--- src/rtl/rv32_muldiv_seq_pkg.sv ---
// Shared M-extension defines: funct3 op encodings, muldiv FSM states, and
// the ALU/exception widths used across the execute stage.
package rv32_muldiv_seq_pkg;

    localparam int ALU_OP_W    = 4;
    localparam int EXC_CAUSE_W = 5;

    typedef enum logic [2:0] {
        OP_MUL    = 3'b000,
        OP_MULH   = 3'b001,
        OP_MULHSU = 3'b010,
        OP_MULHU  = 3'b011,
        OP_DIV    = 3'b100,
        OP_DIVU   = 3'b101,
        OP_REM    = 3'b110,
        OP_REMU   = 3'b111
    } muldiv_op_e;

    typedef enum logic [1:0] {
        ST_IDLE = 2'd0,
        ST_DIV  = 2'd1,
        ST_FIX  = 2'd2,
        ST_DONE = 2'd3
    } muldiv_state_e;

endpackage

--- src/rtl/rv32_div_iter.sv ---
// One restoring-division step: shift the next dividend bit into the partial
// remainder, trial-subtract the divisor, keep the difference if non-negative.
module rv32_div_iter #(
    parameter int XLEN = 32
) (
    input  logic [XLEN-1:0] rem_i,
    input  logic [XLEN-1:0] quo_i,
    input  logic [XLEN-1:0] dvs_i,
    output logic [XLEN-1:0] rem_o,
    output logic [XLEN-1:0] quo_o
);

    logic [XLEN:0] shifted;
    logic [XLEN:0] diff;
    logic          q_bit;

    always_comb begin
        shifted = {rem_i, quo_i[XLEN-1]};
        diff    = shifted - {1'b0, dvs_i};
        q_bit   = ~diff[XLEN];
        rem_o   = q_bit ? diff[XLEN-1:0] : shifted[XLEN-1:0];
        quo_o   = {quo_i[XLEN-2:0], q_bit};
    end

endmodule

--- src/rtl/rv32_muldiv_seq.sv ---
// Sequential RV32/64 M-extension unit: single-cycle multiply, XLEN-cycle
// restoring divide. Define MULDIV_EARLY_OUT_EN to short-cut trivial divides.
//
// state   | meaning
// IDLE    | ready for a request
// DIV     | one restoring quotient bit per cycle, counter counts down
// FIX     | sign correction and divide-by-zero / overflow results
// DONE    | response held until resp_ready_i
module rv32_muldiv_seq
    import rv32_muldiv_seq_pkg::*;
#(
    parameter int XLEN  = 32,
    parameter int TAG_W = 5
) (
    input  logic             clk_i,
    input  logic             rst_i,
    input  logic             flush_i,
    input  logic             req_valid_i,
    output logic             req_ready_o,
    input  logic [2:0]       op_i,
    input  logic [XLEN-1:0]  rs1_i,
    input  logic [XLEN-1:0]  rs2_i,
    input  logic [TAG_W-1:0] tag_i,
    output logic             resp_valid_o,
    input  logic             resp_ready_i,
    output logic [XLEN-1:0]  result_o,
    output logic [TAG_W-1:0] tag_o,
    output logic             busy_o
);

    localparam int CNT_W = $clog2(XLEN);

`ifdef MULDIV_EARLY_OUT_EN
    localparam bit EARLY_OUT = 1'b1;
`else
    localparam bit EARLY_OUT = 1'b0;
`endif

    muldiv_state_e   state_q;
    logic [CNT_W-1:0] cnt_q;
    logic [XLEN-1:0] rem_q, quo_q, dvs_q, rs1_q;
    logic [XLEN-1:0] rem_nxt, quo_nxt;
    logic            is_rem_q, dz_q, ovf_q, neg_q_q, neg_r_q;

    muldiv_op_e      op_in;
    logic            is_div_in, is_rem_in, signed_in;
    logic            rs1_neg, rs2_neg, dz_in, ovf_in, early_in;
    logic            mul_a_sign, mul_b_sign;
    logic [XLEN-1:0] mag1, mag2, mul_res;
    logic [2*XLEN-1:0] prod;

    always_comb begin
        op_in      = muldiv_op_e'(op_i);
        is_div_in  = op_i[2];
        is_rem_in  = op_i[1];
        signed_in  = (op_in == OP_DIV) || (op_in == OP_REM);
        rs1_neg    = signed_in & rs1_i[XLEN-1];
        rs2_neg    = signed_in & rs2_i[XLEN-1];
        mag1       = rs1_neg ? -rs1_i : rs1_i;
        mag2       = rs2_neg ? -rs2_i : rs2_i;
        dz_in      = (rs2_i == '0);
        ovf_in     = signed_in && (rs1_i == {1'b1, {(XLEN-1){1'b0}}}) && (rs2_i == '1);
        early_in   = dz_in || ovf_in || (rs1_i == '0);

        mul_a_sign = ((op_in == OP_MULH) || (op_in == OP_MULHSU)) & rs1_i[XLEN-1];
        mul_b_sign = (op_in == OP_MULH) & rs2_i[XLEN-1];
        // Sign-extended operands make one unsigned 2*XLEN multiply serve all variants.
        prod       = {{XLEN{mul_a_sign}}, rs1_i} * {{XLEN{mul_b_sign}}, rs2_i};
        mul_res    = (op_in == OP_MUL) ? prod[XLEN-1:0] : prod[2*XLEN-1:XLEN];
    end

    rv32_div_iter #(.XLEN(XLEN)) u_div_iter (
        .rem_i (rem_q),
        .quo_i (quo_q),
        .dvs_i (dvs_q),
        .rem_o (rem_nxt),
        .quo_o (quo_nxt)
    );

    function automatic logic [XLEN-1:0] div_result(
        input logic            is_rem,
        input logic            dz,
        input logic            ovf,
        input logic            neg_q,
        input logic            neg_r,
        input logic [XLEN-1:0] dividend,
        input logic [XLEN-1:0] q,
        input logic [XLEN-1:0] r
    );
        if (dz)
            return is_rem ? dividend : '1;
        if (ovf)
            return is_rem ? '0 : dividend;
        if (is_rem)
            return neg_r ? -r : r;
        return neg_q ? -q : q;
    endfunction

    always_ff @(posedge clk_i) begin
        if (rst_i) begin
            state_q      <= ST_IDLE;
            req_ready_o  <= 1'b1;
            busy_o       <= 1'b0;
            resp_valid_o <= 1'b0;
            result_o     <= '0;
            tag_o        <= '0;
            cnt_q        <= '0;
            rem_q        <= '0;
            quo_q        <= '0;
            dvs_q        <= '0;
            rs1_q        <= '0;
            is_rem_q     <= 1'b0;
            dz_q         <= 1'b0;
            ovf_q        <= 1'b0;
            neg_q_q      <= 1'b0;
            neg_r_q      <= 1'b0;
        end else if (flush_i) begin
            state_q      <= ST_IDLE;
            req_ready_o  <= 1'b1;
            busy_o       <= 1'b0;
            resp_valid_o <= 1'b0;
        end else begin
            case (state_q)
                ST_IDLE: begin
                    if (req_valid_i) begin
                        tag_o       <= tag_i;
                        req_ready_o <= 1'b0;
                        busy_o      <= 1'b1;
                        rs1_q       <= rs1_i;
                        is_rem_q    <= is_rem_in;
                        dz_q        <= dz_in;
                        ovf_q       <= ovf_in;
                        neg_q_q     <= rs1_neg ^ rs2_neg;
                        neg_r_q     <= rs1_neg;
                        if (!is_div_in) begin
                            result_o     <= mul_res;
                            resp_valid_o <= 1'b1;
                            state_q      <= ST_DONE;
                        end else if (EARLY_OUT && early_in) begin
                            result_o     <= div_result(is_rem_in, dz_in, ovf_in, 1'b0, 1'b0,
                                                       rs1_i, '0, '0);
                            resp_valid_o <= 1'b1;
                            state_q      <= ST_DONE;
                        end else begin
                            rem_q   <= '0;
                            quo_q   <= mag1;
                            dvs_q   <= mag2;
                            cnt_q   <= CNT_W'(XLEN-1);
                            state_q <= ST_DIV;
                        end
                    end
                end
                ST_DIV: begin
                    rem_q <= rem_nxt;
                    quo_q <= quo_nxt;
                    if (cnt_q == '0)
                        state_q <= ST_FIX;
                    else
                        cnt_q <= cnt_q - 1'b1;
                end
                ST_FIX: begin
                    result_o     <= div_result(is_rem_q, dz_q, ovf_q, neg_q_q, neg_r_q,
                                               rs1_q, quo_q, rem_q);
                    resp_valid_o <= 1'b1;
                    state_q      <= ST_DONE;
                end
                ST_DONE: begin
                    if (resp_ready_i) begin
                        resp_valid_o <= 1'b0;
                        req_ready_o  <= 1'b1;
                        busy_o       <= 1'b0;
                        state_q      <= ST_IDLE;
                    end
                end
                default: state_q <= ST_IDLE;
            endcase
        end
    end

endmodule

--- config.mk ---
export PLATFORM = sky130hd
export DESIGN_NAME = rv32_muldiv_seq
export DESIGN_NICKNAME = d
export VERILOG_FILES = /design/src/rtl/rv32_muldiv_seq_pkg.sv /design/src/rtl/rv32_div_iter.sv /design/src/rtl/rv32_muldiv_seq.sv
export SDC_FILE = /design/constraint.sdc
export NUM_CORES = 2
export LEC_CHECK = 0
export BUFFER_PORTS_ARGS = -buffer_cell sky130_fd_sc_hd__clkbuf_2
export CORE_ASPECT_RATIO = 0.75
export CORE_MARGIN = 2
export CORE_UTILIZATION = 25
export DETAILED_ROUTE_END_ITERATION = 8
export GPL_ROUTABILITY_DRIVEN = 0
export GPL_TIMING_DRIVEN = 0
export PLACE_DENSITY_LB_ADDON = 0.12
export REMOVE_ABC_BUFFERS = 1
export SLEW_MARGIN = 10
export SYNTH_ARGS = -nofsm -noshare
export SYNTH_HDL_FRONTEND = slang
export SYNTH_HIERARCHICAL = 1
export SYNTH_SLANG_ARGS = --single-unit
--- constraint.sdc ---
create_clock -name clk_i -period 9.42 [get_ports clk_i]
set_clock_uncertainty 0.1 [all_clocks]
set_input_delay 1.884 -clock clk_i [delete_from_list [all_inputs] [get_ports clk_i]]
set_output_delay 1.884 -clock clk_i [all_outputs]
set_load 0.02 [all_outputs]
Word-level counts from Yosys, hierarchy flattened

Cells that the tools add are included.

ROM bits: 0
Output and inout bits: 40
Register bits after elaboration: 180
Bits in latches: 0
Memories kept: 0
Bits of input ports: 77
Bits in writable memories: 0

Reductions and logical operators: 21
$mul: 1
Muxes and demuxes: 56
Div/mod/pow operators: 0
Bitwise gates (word level): 7
Shift operators: 0
$add $sub $neg: 6
Order comparisons: 0
Eq/ne operators: 15

Operators by type and width:

| kind                 | count |
|---|---|
| $mux 32              | 20 |
| $pmux 32 s2          | 3 |
| $neg 32->32          | 4 |
| $eq 32x32->1 const B | 2 |
| $mul 33x33->64       | 1 |
| $sub 33x32->33       | 1 |
| $logic_not 32->1     | 1 |
| $mux 1               | 21 |
| $reduce_and 4->1     | 4 |
| $mux 5               | 3 |
| $ne 2x2->1 const B   | 6 |
| $pmux 5 s2           | 1 |
| $reduce_and 3->1     | 3 |
| $mux 2               | 4 |
| $pmux 2 s4           | 1 |
| $eq 3x3->1 const B   | 2 |
| $reduce_bool 2->1    | 3 |
| $logic_not 5->1      | 1 |
| $reduce_and 5->1     | 1 |
| $sub 5x1->5 const B  | 1 |
| $and 1x1->1          | 4 |
| $eq 2x2->1 const B   | 2 |
| $pmux 1 s2           | 2 |
| $eq 3x1->1 const B   | 1 |
| other kinds (11)     | 14 |

Longest topological paths before layout

Word-level depth: 17
Mapped depth: 30
Depth with buffers taken out: 28

Modules after synthesis

Netlist, hierarchy kept.

Modules (own cells, without submodules):

| module          | cells an instance | seq. area each (sq um) | area each (sq um) | times used |
|---|---|---|---|---|
| rv32_muldiv_seq | 5813              | 3603.5                 | 49027.0           | 1 |
| rv32_div_iter   | 340               | 0.0                    | 2546.2            | 1 |

Worst setup path after synthesis

No wires, ideal clock.

Path kind: input-to-reg
From: input rs1_i[31]
To: register result_o[29]
Required time: 9.262 ns
Arrival time: 9.690 ns
Library setup time: 0.058 ns
Slack: -0.428 ns
Cell stages on the path: 28
Cell sequence: clkbuf_1 > and3_1 > clkbuf_1 > nand2_1 > inv_1 > fa_1 > inv_1 > fa_1 > inv_1 > fa_1 > inv_1 > fa_1 > inv_1 > fa_1 > fa_1 > fa_1 > inv_1 > fa_1 > inv_1 > ha_1 > a21o_1 > a21o_1 > a21oi_1 > o21ai_0 > a311oi_1 > or4b_1 > nand3_1 > o21a_1

Word-level cells in the longest chain between the ends: 6

Ends and longest elaborated chain:

| what                 | line                   | RTL |
|---|---|---|
| start, declared      | rv32_muldiv_seq.sv:21  | `input logic [XLEN-1:0] rs1_i,` |
| $and 1x1->1          | rv32_muldiv_seq.sv:65  | `mul_a_sign = ((op_in == OP_MULH) \|\| (op_in == OP_MULHSU)) & rs1_i[XLEN-1];` |
| $mul 33x33->64 (*)   | rv32_muldiv_seq.sv:68  | `prod = {{XLEN{mul_a_sign}}, rs1_i} * {{XLEN{mul_b_sign}}, rs2_i};` |
| $mux 32 (*)          | rv32_muldiv_seq.sv:69  | `mul_res = (op_in == OP_MUL) ? prod[XLEN-1:0] : prod[2*XLEN-1:XLEN];` |
| $mux 32 (*)          | rv32_muldiv_seq.sv:135 | `if (!is_div_in) begin` |
| $mux 32 (*)          | rv32_muldiv_seq.sv:125 | `if (req_valid_i) begin` |
| $pmux 32 s2 (*)      | rv32_muldiv_seq.sv:123 | `case (state_q)` |
| end signal, assigned | rv32_muldiv_seq.sv:136 | `result_o <= mul_res;` |
| end signal, assigned | rv32_muldiv_seq.sv:140 | `result_o <= div_result(is_rem_in, dz_in, ovf_in, 1'b0, 1'b0,` |
| end signal, assigned | rv32_muldiv_seq.sv:162 | `result_o <= div_result(is_rem_q, dz_q, ovf_q, neg_q_q, neg_r_q,` |
| end, declared        | rv32_muldiv_seq.sv:26  | `output logic [XLEN-1:0] result_o,` |

Mark *: on every way between the ends. The rest lies on a longest branch, timed or not. The select of a mux whose other input is x is not followed.
A chain may end at the register's enable or synchronous reset.

Final worst setup path

From: input rs2_i[15]
To: register result_o[14]

Word-level cells in the longest chain between the ends: 5

Ends and longest elaborated chain:

| what            | line                   | RTL |
|---|---|---|
| start, declared | rv32_muldiv_seq.sv:22  | `input logic [XLEN-1:0] rs2_i,` |
| $mul 33x33->64  | rv32_muldiv_seq.sv:68  |  |
| $mux 32         | rv32_muldiv_seq.sv:69  |  |
| $mux 32         | rv32_muldiv_seq.sv:135 |  |
| $mux 32         | rv32_muldiv_seq.sv:125 |  |
| $pmux 32 s2     | rv32_muldiv_seq.sv:123 |  |

No other way between the ends. The select of a mux whose other input is x is not followed.

==> metrics.log <==
[metrics] status: complete, no violations
[metrics] stage delay of the slowest cell on the critical path: 0.58 ns
[metrics] number of nets in the finished design: ~7400
[metrics] commonest register cell after synthesis: sky130_fd_sc_hd__dfxtp_1
[metrics] most prevalent standard cell on the critical path: sky130_fd_sc_hd__fa_1
[metrics] cells taking the most area after synthesis: sky130_fd_sc_hd__fa_1 44%, sky130_fd_sc_hd__inv_1 9.0%, sky130_fd_sc_hd__nand2_1 8.0%
[metrics] fill cell count: 22200
[metrics] combined area of all synthesized cells: a little over 0.05 sq mm
[metrics] data required time at the worst endpoint: ~9.7 ns
[metrics] share of final-layout standard cells stronger than drive strength 1: about 7.9%
[metrics] Setup Total Neg Slack: 0 ns
[metrics] placed wire-length estimate: 147400 um
[metrics] cell with the largest stage delay on the worst path: sky130_fd_sc_hd__fa_1
[metrics] max-slew violation count: 0
[metrics] reg2reg start: state_q[0]$_SDFFE_PP0P_
[metrics] type of the worst min-delay path: flip-flop to flip-flop
[metrics] DRC Markers: 0
[metrics] maximum level of the CTS H-tree: 4
[metrics] final setup violation count: 0
[metrics] maximum number of pins on one net before global-route repair: 103
[metrics] Max Clock Freq: 0.1070 GHz
[metrics] violation count after the first detailed-route iteration: roughly 2900
[metrics] PnR worst setup slack: 0.07497 ns
[metrics] Core Rows: about 140
[metrics] element type at the critical path start: input pin
[metrics] top post-synthesis cells by count: 1236 x sky130_fd_sc_hd__inv_1, 1126 x sky130_fd_sc_hd__fa_1, 1106 x sky130_fd_sc_hd__nand2_1
[metrics] class of the most critical setup path: input pin to flip-flop
[metrics] worst r2r dst: result_o[31]$_SDFFE_PP0P_
[metrics] smallest hold slack: 0.3609 ns
[metrics] startpoint of the tightest hold check path: rs1_q[27]$_SDFFE_PP0P_
[metrics] input/output buffers: about 120
[metrics] kind of end point of the critical path: flip-flop
[metrics] count of yosys warnings during synthesis: 6
[metrics] largest fanout on the critical path: 32
[metrics] proportion of register bits with asynchronous set or reset after synthesis: 0%
[metrics] die footprint: 0.2100 sq mm
[metrics] worst setup timing slack at the placement stage: -3.227 ns
[metrics] total count of hold-check failures in the final report: 0
[metrics] CTS sink cnt: 180
[metrics] Register-to-Register Path Depth: 8
[metrics] die height: ~400 um
[metrics] final routed wirelength across all metal layers: 193700 um
[metrics] slew margin rel.: 15.67%
[metrics] Mapped Cells: 6153
[metrics] setup repair after global routing missed its margin: true
[metrics] worst-margin pin slew: 1.265 ns
[metrics] CP Data Arrival Time: 9.66 ns
[metrics] clock root buffer master: sky130_fd_sc_hd__clkbuf_16
[metrics] top-level I/O count: 117
[metrics] flop and latch count out of synthesis: 180
[metrics] cell area after placement: around 0.055 sq mm
[metrics] worst-skew pair later-pin latency: 0.50 ns
[metrics] largest area contributor in the netlist: sky130_fd_sc_hd__fa_1
[metrics] area of all placed cells without fillers: 0.05710 sq mm
[metrics] count of distinct cell types in the synthesized netlist: 81
[metrics] clk buf depth: 2
[metrics] Avg WL per Cell: 22.33 um
[metrics] sequential cell area: 0.003606 sq mm
[metrics] period utilization: 99.20%
[metrics] antenna violations before repair: 23
[metrics] number of detailed-route iterations in the first pass: 6
[metrics] post-route antenna net violation count: 0
[metrics] initial core utilization: between 20 and 30%
[metrics] clock tree from TritonCTS: yes
[metrics] worst reg-to-reg setup slack: 4.96 ns
[metrics] area of the multi-input gates: 0.04259 sq mm
[metrics] die width: about 530 um
[metrics] GR Util All Layers: 18.67%
[metrics] EDFF count, synth: 0
[metrics] launching instance or port of the critical path: rs2_i[15]
[metrics] via count of the first global-routing pass: about 43000
[metrics] area delta synth->final: 10.72%
[metrics] max-cap check violation count: 0
[metrics] most frequent cell after synthesis: sky130_fd_sc_hd__inv_1
[metrics] Hold Buf Count CTS: 0
[metrics] post-synthesis sequential area ratio: 6.987%
[metrics] vias post-DR: 40740
[metrics] area of the core region: 0.2052 sq mm
[metrics] GRT overflow: 0
[metrics] number of buffers inserted during clock tree synthesis: 17
[metrics] WHS Endpoint: rs1_q[27]$_SDFFE_PP0P_
[metrics] final period demand of the worst path: 9.345 ns
[metrics] clock-pin slew reported for the worst setup and hold paths after clock tree synthesis: 0.08 ns
[metrics] global-route wire length before repair: 290500 um
[metrics] Min-Delay Path Depth: 2
[metrics] average instance area after synthesis: 8.382 sq um
[metrics] area share of the largest cell type after synthesis: 43.71%
[metrics] number of vias per cell after detailed routing: around 4.7
==> per-layer routing <==
| metal | part of all wire (%) | vias up | global-route usage [%] |
|---|---|---|---|
| li1 | - | 18250 | - |
| met1 | 52 | 21250 | 29.91 |
| met2 | 40 | 1106 | 25.99 |
| met3 | 6.2 | 125 | 2.666 |
| met5 | 0.021 | - | 0 |
| met4 | 2.0 | 6 | 3.731 |
==> sequential cells by signal, indices dropped and copies added (netlist names) <==
register / count
neg_q_q: 1
dvs_q: 32
req_ready_o: 1
tag_o: 5
rem_q: 32
resp_valid_o: 1
ovf_q: 1
busy_o: 1
is_rem_q: 1
dz_q: 1
cnt_q: 5
state_q: 2
quo_q: 32
rs1_q: 32
neg_r_q: 1
result_o: 32
==> through the flow <==
stage          std cells  utilization (%)
6_report            8671            27.82
5_1_grt             8667            27.82
4_1_cts             8627            27.30
3_5_place_dp        8575            26.63
3_3_place_gp        8543            26.20
2_1_floorplan       5726                -
==> critical path: cells and delay by family <==
kind | cells | cell delay (ns)
buffers and inverters | 6 | 0.94
xor gates and xnor gates | 1 | 0.36
and+or+nand+nor | 2 | 0.40
AOI/OAI and AO/OA | 7 | 1.57
adders and majority gates | 9 | 4.39
==> what timing repair did <==
item,CTS,global route
endpoints found under the setup margin,32,28
pin swaps,18,78
gates resized for setup,136,197
gates cloned,1,2
setup buffers,20,38
==> worst max path at each step <==
stage | cells after the start | slack [ns] | endpoint
floorplan | 27 | -0.53 | result_o[29]$_SDFFE_PP0P_
detailed placement | 26 | -3.23 | result_o[27]$_SDFFE_PP0P_
finish | 25 | 0.07 | result_o[14]$_SDFFE_PP0P_
CTS | 29 | -0.02 | result_o[27]$_SDFFE_PP0P_
global placement | 26 | -3.78 | result_o[27]$_SDFFE_PP0P_
global route | 29 | -0.07 | result_o[29]$_SDFFE_PP0P_
==> placed cells by master, fill, tap and decap left out, types with 19 or more instances in the layout <==
master and count:
sky130_fd_sc_hd__fa_1 1112, sky130_fd_sc_hd__xnor2_1 108, sky130_fd_sc_hd__o211ai_1 22, sky130_fd_sc_hd__clkbuf_4 19, sky130_fd_sc_hd__a211oi_1 44, sky130_fd_sc_hd__xor2_1 88, sky130_fd_sc_hd__nor2_1 187, sky130_fd_sc_hd__buf_4 57
sky130_fd_sc_hd__a21oi_1 251, sky130_fd_sc_hd__clkbuf_16 20, sky130_fd_sc_hd__inv_1 1218, sky130_fd_sc_hd__and2_1 314, sky130_fd_sc_hd__or3_1 19, sky130_fd_sc_hd__a21oi_2 20, sky130_fd_sc_hd__buf_12 24, sky130_fd_sc_hd__a21o_1 38
sky130_fd_sc_hd__mux2_4 26, sky130_fd_sc_hd__o21ai_0 142, sky130_fd_sc_hd__buf_6 24, sky130_fd_sc_hd__ha_1 228, sky130_fd_sc_hd__dfxtp_1 178, sky130_fd_sc_hd__nor3_1 45, sky130_fd_sc_hd__ha_4 21, sky130_fd_sc_hd__clkbuf_2 48
sky130_fd_sc_hd__o31ai_1 34, sky130_fd_sc_hd__nand4_1 33, sky130_fd_sc_hd__nor4_1 22, sky130_fd_sc_hd__nand3_1 68, sky130_fd_sc_hd__or2_2 20, sky130_fd_sc_hd__nand2_1 1097
==> cell families after synthesis <==
logic type,synth area share [%]
AOI/OAI and AO/OA,9.304
and+or+nand+nor,16.86
DFF,6.987
xor gates and xnor gates,3.394
buffers and inverters,12.43
muxes,1.109
adders and majority gates,49.92
==> layout make-up <==
type	count	share of cell area [%]
repair buffers	208	3.942
diodes	4	0.01753
clock inverters	12	0.2498
well taps	2701	5.918
flip-flops and latches	180	6.315
clock buffers	19	0.7757
multi-input cells	4310	74.59
inverters	1237	8.193
Power is left out: the tool's default activity adds up to more than one toggle a clock period on the data nets, which glitch-free logic cannot reach.
